**src/rtl/swc_prio_sched.sv**
```systemverilog
// Output-port packet scheduler: strict priority across g_num_prio queues with a
// starvation guard that periodically forces a grant to the next queue below the top one.
module swc_prio_sched #(
  parameter int g_num_prio        = 8,
  parameter int g_page_addr_width = 10,
  parameter int g_starve_limit    = 8
) (
  input  logic                                      clk_i,
  input  logic                                      rst_i,
  input  logic                                      en_i,
  input  logic [g_num_prio-1:0]                     q_nonempty_i,
  input  logic [g_num_prio*g_page_addr_width-1:0]   q_head_i,
  output logic [g_num_prio-1:0]                     q_pop_o,
  output logic                                      pck_valid_o,
  output logic [g_page_addr_width-1:0]              pck_page_o,
  output logic [2:0]                                pck_prio_o,
  input  logic                                      pck_ack_i,
  input  logic                                      pck_done_i
);

  localparam int              CW    = $clog2(g_starve_limit + 1);
  localparam logic [CW-1:0]   LIMIT = CW'(g_starve_limit);

  localparam logic [1:0] S_IDLE  = 2'd0;
  localparam logic [1:0] S_OFFER = 2'd1;
  localparam logic [1:0] S_BUSY  = 2'd2;

  logic [1:0]            state;
  logic [CW-1:0]         starve_cnt;

  logic [2:0]            top_idx;
  logic [2:0]            below_idx;
  logic                  contended;
  logic                  any_seen;
  logic                  force_lower;
  logic [2:0]            win_idx;
  logic [g_num_prio-1:0] win_onehot;

  // Ascending scan: each newly found queue demotes the previous top to "below",
  // so after the loop below_idx is the second-highest non-empty queue.
  // NOTE: every always_comb output gets a default first so no latch can be inferred.
  always_comb begin
    top_idx   = '0;
    below_idx = '0;
    contended = 1'b0;
    any_seen  = 1'b0;
    for (int k = 0; k < g_num_prio; k++) begin
      if (q_nonempty_i[k]) begin
        if (any_seen) begin
          contended = 1'b1;
          below_idx = top_idx;
        end
        top_idx  = 3'(k);
        any_seen = 1'b1;
      end
    end
    force_lower = contended && (starve_cnt == LIMIT);
    win_idx     = force_lower ? below_idx : top_idx;
    win_onehot          = '0;
    win_onehot[win_idx] = 1'b1;
  end

  // NOTE: synchronous reset; all state here is flops, so every register is cleared.
  always_ff @(posedge clk_i) begin
    if (rst_i) begin
      state       <= S_IDLE;
      starve_cnt  <= '0;
      q_pop_o     <= '0;
      pck_valid_o <= 1'b0;
      pck_page_o  <= '0;
      pck_prio_o  <= '0;
    end else begin
      q_pop_o <= '0;
      case (state)
        S_IDLE: begin
          if (en_i && (|q_nonempty_i)) begin
            state       <= S_OFFER;
            q_pop_o     <= win_onehot;
            pck_valid_o <= 1'b1;
            pck_page_o  <= q_head_i[win_idx*g_page_addr_width +: g_page_addr_width];
            pck_prio_o  <= win_idx;
            if (force_lower || !contended)
              starve_cnt <= '0;
            else if (starve_cnt != LIMIT)
              starve_cnt <= starve_cnt + 1'b1;
          end
        end
        S_OFFER: begin
          if (pck_ack_i) begin
            pck_valid_o <= 1'b0;
            state       <= S_BUSY;
          end
        end
        S_BUSY: begin
          if (pck_done_i)
            state <= S_IDLE;
        end
        default: state <= S_IDLE;
      endcase
    end
  end

endmodule
```
**config.mk**
```make
export PLATFORM = sky130hd
export DESIGN_NAME = swc_prio_sched
export DESIGN_NICKNAME = d
export VERILOG_FILES = /design/src/rtl/swc_prio_sched.sv
export SDC_FILE = /design/constraint.sdc
export NUM_CORES = 1
export LEC_CHECK = 0
export ABC_AREA = 1
export ABC_CLOCK_PERIOD_IN_PS = 1700
export BUFFER_PORTS_ARGS = -buffer_cell sky130_fd_sc_hd__buf_4
export CORE_ASPECT_RATIO = 1.5
export CORE_UTILIZATION = 40
export DETAILED_ROUTE_END_ITERATION = 10
export PLACE_DENSITY = 0.73
export SLEW_MARGIN = 30
export SYNTH_ARGS = -nofsm -noshare
export SYNTH_HDL_FRONTEND = slang
export SYNTH_SLANG_ARGS = --single-unit
```
**constraint.sdc**
```tcl
create_clock -name clk_i -period 1.7 [get_ports clk_i]
set_input_delay 0.255 -clock clk_i [delete_from_list [all_inputs] [get_ports clk_i]]
set_output_delay 0.255 -clock clk_i [all_outputs]
set_load 0.005 [all_outputs]
```
Yosys cells after proc, flatten, opt, wreduce, memory -nomap -nowiden
Index checks and enable logic that the tools add are counted.
- output and inout port bits: 22
- word-level logic and storage cells: 86
- bits in registers: 28
- $mul: 1
- equality and inequality tests: 7
- $lt $le $gt $ge: 2
- add/subtract/negate cells: 1
- shifts and indexed selects: 1
- multiplexer cells: 52
- reductions and logical operators: 14
- bitwise logic cells: 2
- operators by type and width (cell ; number):
    $shiftx A80 B8 Y10 ; 1
    $mux W3 ; 16
    $mux W1 ; 27
    $reduce_and A3 Y1 ; 3
    $mux W2 ; 4
    $mux W4 ; 2
    $reduce_or A8 Y1 ; 1
    $mul A3 B3 Y6 const B ; 1
    $ne A2 B2 Y1 const B ; 3
    $pmux W2 S3 ; 1
    $add A4 B1 Y4 const B ; 1
    $eq A4 B4 Y1 const B ; 1
    $lt A3 B4 Y1 const B ; 1
    $ne A4 B4 Y1 const B ; 1
    $reduce_bool A2 Y1 ; 2
    $demux W1 S3 ; 1
    $ge A3 B1 Y1 const B ; 1
    $logic_and A1 B1 Y1 ; 3
    $reduce_or A3 Y1 ; 1
    $eq A2 B1 Y1 const B ; 1
    $eq A2 B2 Y1 const B ; 1
    $logic_not A2 Y1 ; 1
    $not A1 Y1 ; 2
    $pmux W1 S2 ; 1
    other kinds (3) ; 3

Depth between registers and ports, before layout
- word-level depth: 21
- depth in mapped cells: 17
- depth with buffers taken out: 16

Least setup slack after synthesis
No wires, ideal clock.
- kind: input to register
- start: input q_nonempty_i[0]
- end: register pck_page_o[0]
- required time: 1.584 ns
- path buffers: 1
- stages on the path: 15
- path slack: 0.003 ns
- arrival: 1.581 ns
- cells stage by stage: nor2_2 nand2_1 nand2_1 nand2_2 nor2_4 nand2_4 nand2_4 inv_2 nand2_8 buf_6 nand3_1 nand3_1 nand2_1 o21ai_1 nand2_1
- cells in the longest elaborated chain, start to end: 19
- elaborated cells between the ends (all ways): 40
- those cells by class: 1 x mul; 1 x shift; 34 x mux; 4 x reduce/logical
- RTL lines (item ; RTL line ; source):
    start, declared ; 11 ; input logic [g_num_prio-1:0] q_nonempty_i,
    $mux W1 ; 48 ; if (q_nonempty_i[k]) begin
    $mux W1 ; 49 ; if (any_seen) begin
    $mux W1 ; 48 ;
    $mux W1 ; 49 ;
    $mux W1 ; 48 ;
    $mux W1 ; 49 ;
    $mux W1 ; 48 ;
    $mux W1 ; 49 ;
    (+3 left out) ; -- ;
    $mux W1 ; 49 ;
    $mux W1 ; 48 ;
    $mux W1 ; 49 ;
    $mux W1 ; 48 ;
    $logic_and A1 B1 Y1 ; 57 ; force_lower = contended && (starve_cnt == LIMIT);
    $mux W3 ; 58 ; win_idx = force_lower ? below_idx : top_idx;
    $mul A3 B3 Y6 ; 80 ; pck_page_o <= q_head_i[win_idx*g_page_addr_width +: g_page_addr_width];
    $shiftx A80 B8 Y10 ; 80 ;
    end signal, assigned ; 80 ;
    end, declared ; 15 ; output logic [g_page_addr_width-1:0] pck_page_o,
Several ways; a longest one is shown, not always the timed one.
A chain may end at the register's enable or synchronous reset.

Worst setup path after layout
- start: input q_nonempty_i[1]
- end: register pck_page_o[8]
- cells in the longest elaborated chain, start to end: 17
- elaborated cells between the ends (all ways): 45
- those cells by class: 1 x mul; 1 x shift; 39 x mux; 4 x reduce/logical
- RTL lines (item ; RTL line):
    $mux W1 ; 48
    $mux W1 ; 49
    $mux W1 ; 48
    $mux W1 ; 49
    $mux W1 ; 48
    $mux W1 ; 49
    $mux W1 ; 48
    $mux W1 ; 49
    $mux W1 ; 48
    $mux W1 ; 49
    $mux W1 ; 48
    $mux W1 ; 49
    $mux W1 ; 48
    $logic_and A1 B1 Y1 ; 57
    $mux W3 ; 58
    $mul A3 B3 Y6 ; 80
    $shiftx A80 B8 Y10 ; 80
Several ways; a longest one is shown, not always the timed one.

==> flow_summary_export.csv <==
group,metric,value,unit
run_status,status,"complete, but fails checks",
run_status,violations,"setup timing",
hold_path,whs_path_depth,2,
worst_setup_path,cp_num_buf_inv,5,
sta,tightestPinTransition,0.322,ns
detailed_routing,ant_nets,0,
worst_setup_path,reg2reg_depth,15,
hold_path,worstHoldStart,"rst_i",
worst_setup_path,path_cells,"buf_8 -> nor2_4 -> buf_4 -> buf_4 -> nand3_1 -> nand2_2 -> nand2_4 -> buf_6 -> nand3_4 -> nand2_4 -> buf_4 -> nor2_4 -> nand3_1 -> nand2_1 -> o21ai_1 -> nand2_1",
worst_setup_path,cp.arrival,2.13,ns
clock_network,numCtsBuffers,3,
sta,timing.hold.ws,0.200,ns
final_layout,fin_nets,687,
clock_network,cts_root_buffer,"clkbuf_8",
clock_network,insertion_delay,0.29,ns
synth,ys_ff_latch,28,
worst_setup_path,required,1.94,ns
worst_setup_path,slowest_stage,"nor2_4",
sta,hold_viol,0,
pwr,leakagePower,2.48,nW
synth,synthesis.instances,414,
pwr,p_switching,0.747,mW
final_layout,final_common_cell,"buf_4",
sta,setup_viol,17,
floorplanning,die_width,65.4,um
detailed_routing,vias_per_cell,5.40,
floorplanning,dieArea,6350,um2
sta,rsz0062_at_grt,"yes",
sta,tns,-2.26,ns
grt,antenna_found_initial,0,
floorplanning,rows,34,
floorplanning,dieHeight,97.1,um
final_layout,drive_gt1_share,53.5,%
synth,syn_area_per_cell,5.83,um2
grt,grt_usage,27.8,%
floorplanning,core_area,5830,um2
detailed_routing,firstDrtPassIters,7,
sta,finClkSkew,0.00348,ns
worst_setup_path,crit_family,"simple AND/OR/NAND/NOR gates",
clock_network,h-tree-depth,1,
sta,fmax,0.530,GHz
placement,place_inst,628,
final_layout,num_antenna_cells,0,
worst_setup_path,endpoint_kind,"flop",
grt,grt_pass1_vias,3160,
synth,synth_nets,509,
clock_network,path_clk_slew,0.11,ns
final_layout,final_cell_mix,"buf_4 (156), nand2_1 (76), inv_1 (75), nand3_1 (39), nand2_2 (36)",
worst_setup_path,crit_top_cell,"buf_4",
worst_setup_path,slowest_delay,0.25,ns
sta,worst_slack,-0.187,ns
final_layout,syn2layout_area_growth,94.1,%
grt,grt_pass1_wl,13900,um
detailed_routing,drt_iter0_drc,293,
pwr,clock_power_share,24.6,%
clock_network,clock_path_buffers,2,
detailed_routing,dr_total_vias,3583,
worst_setup_path,crit_type,"in2reg",
sta,fin_crit,1.89,ns
sta,slew_violations,0,
pwr,p_comb_share,43.1,%
detailed_routing,routed_wl,11200,um
run,cap_violations,0,
worst_setup_path,reg2reg_from,"starve_cnt[0]",
placement,gp_congestion,0.911,
pwr,p_int,1.51,mW
synth,ys_warn_count,0,
worst_setup_path,reg2reg_slack,-0.16,ns
placement,hpwlAfterDp,5830,um
worst_setup_path,r2r_end,"pck_page_o[3]",
final_layout,final_cells,663,
sta,max_slew_margin,78.5,%
detailed_routing,drc,0,
hold_path,min_to,"starve_cnt[3]",
placement,port_buffers,114,
synth,ys_types,25,
pwr,power.density,482,nW/um2
synth,synth_area,2410,um2
worst_setup_path,crit_fanout,6,
pwr,switching_share,33.1,%
floorplanning,start_util,41.4,%
grt,grt_max_degree,42,
clock_network,cts_tree,"built",
worst_setup_path,cp-start-kind,"input pin",
hold_path,hold_path.class,"in2reg",
placement,dp_slack,-0.581,ns
detailed_routing,wire_per_inst,17.0,um
final_layout,final_core_util,80.4,%
pwr,peakVddDrop,0.319,mV
sta,finalCritPeriodShare,111,%
grt,grt_overflow,0,
clock_network,numClockSinks,28,
pwr,p_seq_share,32.4,%
synth,ys_seq_area_share,23.2,%
floorplanning,io_pins,115,
[state kept, by name (all words and copies together), names as in the netlist]
| register | flops |
|---|---|
| pck_page_o | 10 |
| pck_prio_o | 3 |
| pck_valid_o | 1 |
| q_pop_o | 8 |
| starve_cnt | 4 |
| state | 2 |
[worst reg2reg max path, delay by kind of cell, from the launching register on]
family                   cells  cell delay [ns]
AND/OR/NAND/NOR              8             0.60
buffers and inverters        5             0.51
flip-flops                   1             0.35
AO/OA/AOI/OAI                1             0.16
adder cells (fa/ha/maj)      1             0.14
[cells in the mapped netlist (all sizes together)]
library cell	instances	share of area, %
a21oi	7	1.5
a22o	2	0.73
buf	15	5.7
clkbuf	1	0.16
dfxtp	28	23
ha	2	1.0
inv	83	13
nand2	130	22
nand3	76	16
nand3b	21	6.5
nand4	1	0.26
nor2	28	5.0
nor3	2	0.62
o21ai	14	2.9
or2	2	0.52
xor2	2	0.73
[logic make-up after synthesis]
logic type,count (synthesis),synth area share [%]
buf+inv,99,18.8
compound gates,23,5.08
xor+xnor,2,0.726
flops,28,23.2
fa+ha+maj,2,1.04
simple gates,260,51.1
[stage by stage]
step / power (mW) / area (um2)
detailed placement: 1.40 / 3580
floorplan: 1.05 / 2410
global route: 2.31 / 4680
CTS: 2.06 / 4200
finish: 2.26 / 4680
global placement: 1.39 / 3580
[final cells by class]
type,instances,area [um2]
inverter,83,332
sequential,28,563
tap,72,90.1
timing repair buffer,187,1670
multi-input combinational,288,1950
timing repair inverter,1,11.3
clock buffer,3,41.3
fill,339,1140
clock inverter,1,30.0
[how the worst max path moves through the flow]
stage,to,startpoint,cells after the start
2_1_floorplan,pck_page_o[0],q_nonempty_i[0],15
3_3_place_gp,pck_page_o[4],q_nonempty_i[0],14
3_5_place_dp,pck_page_o[4],q_nonempty_i[4],14
4_1_cts,pck_page_o[4],starve_cnt[1],15
5_1_grt,pck_page_o[3],q_nonempty_i[1],17
6_report,pck_page_o[8],q_nonempty_i[1],16
[power groups by stage]
stage | sequential, mW | clock, mW | combinational, mW
after floorplan | 0.736 | 0 | 0.310
after global routing | 0.732 | 0.558 | 1.02
after global placement | 0.738 | 0 | 0.653
final | 0.731 | 0.555 | 0.973
after detailed placement | 0.739 | 0 | 0.660
after CTS | 0.725 | 0.536 | 0.797
[timing repair]
item | in CTS | in global routing
endpoints found under the hold margin | 0 | 0
setup buffers | 19 | 5
hold buffers | 0 | 0
resized for setup | 74 | 103
setup endpoints to repair | 20 | 24
pin swaps | 29 | 71
gates cloned | 6 | 2
[routing by layer]
metal	track usage [%]	vias up	wire (um)
li1	-	1637	-
met1	31.1	1623	3970
met2	51.2	257	5830
met3	1.64	66	780
met4	12.9	0	670
met5	0	-	0
No activity file was read; power rests on OpenSTA's default activity.
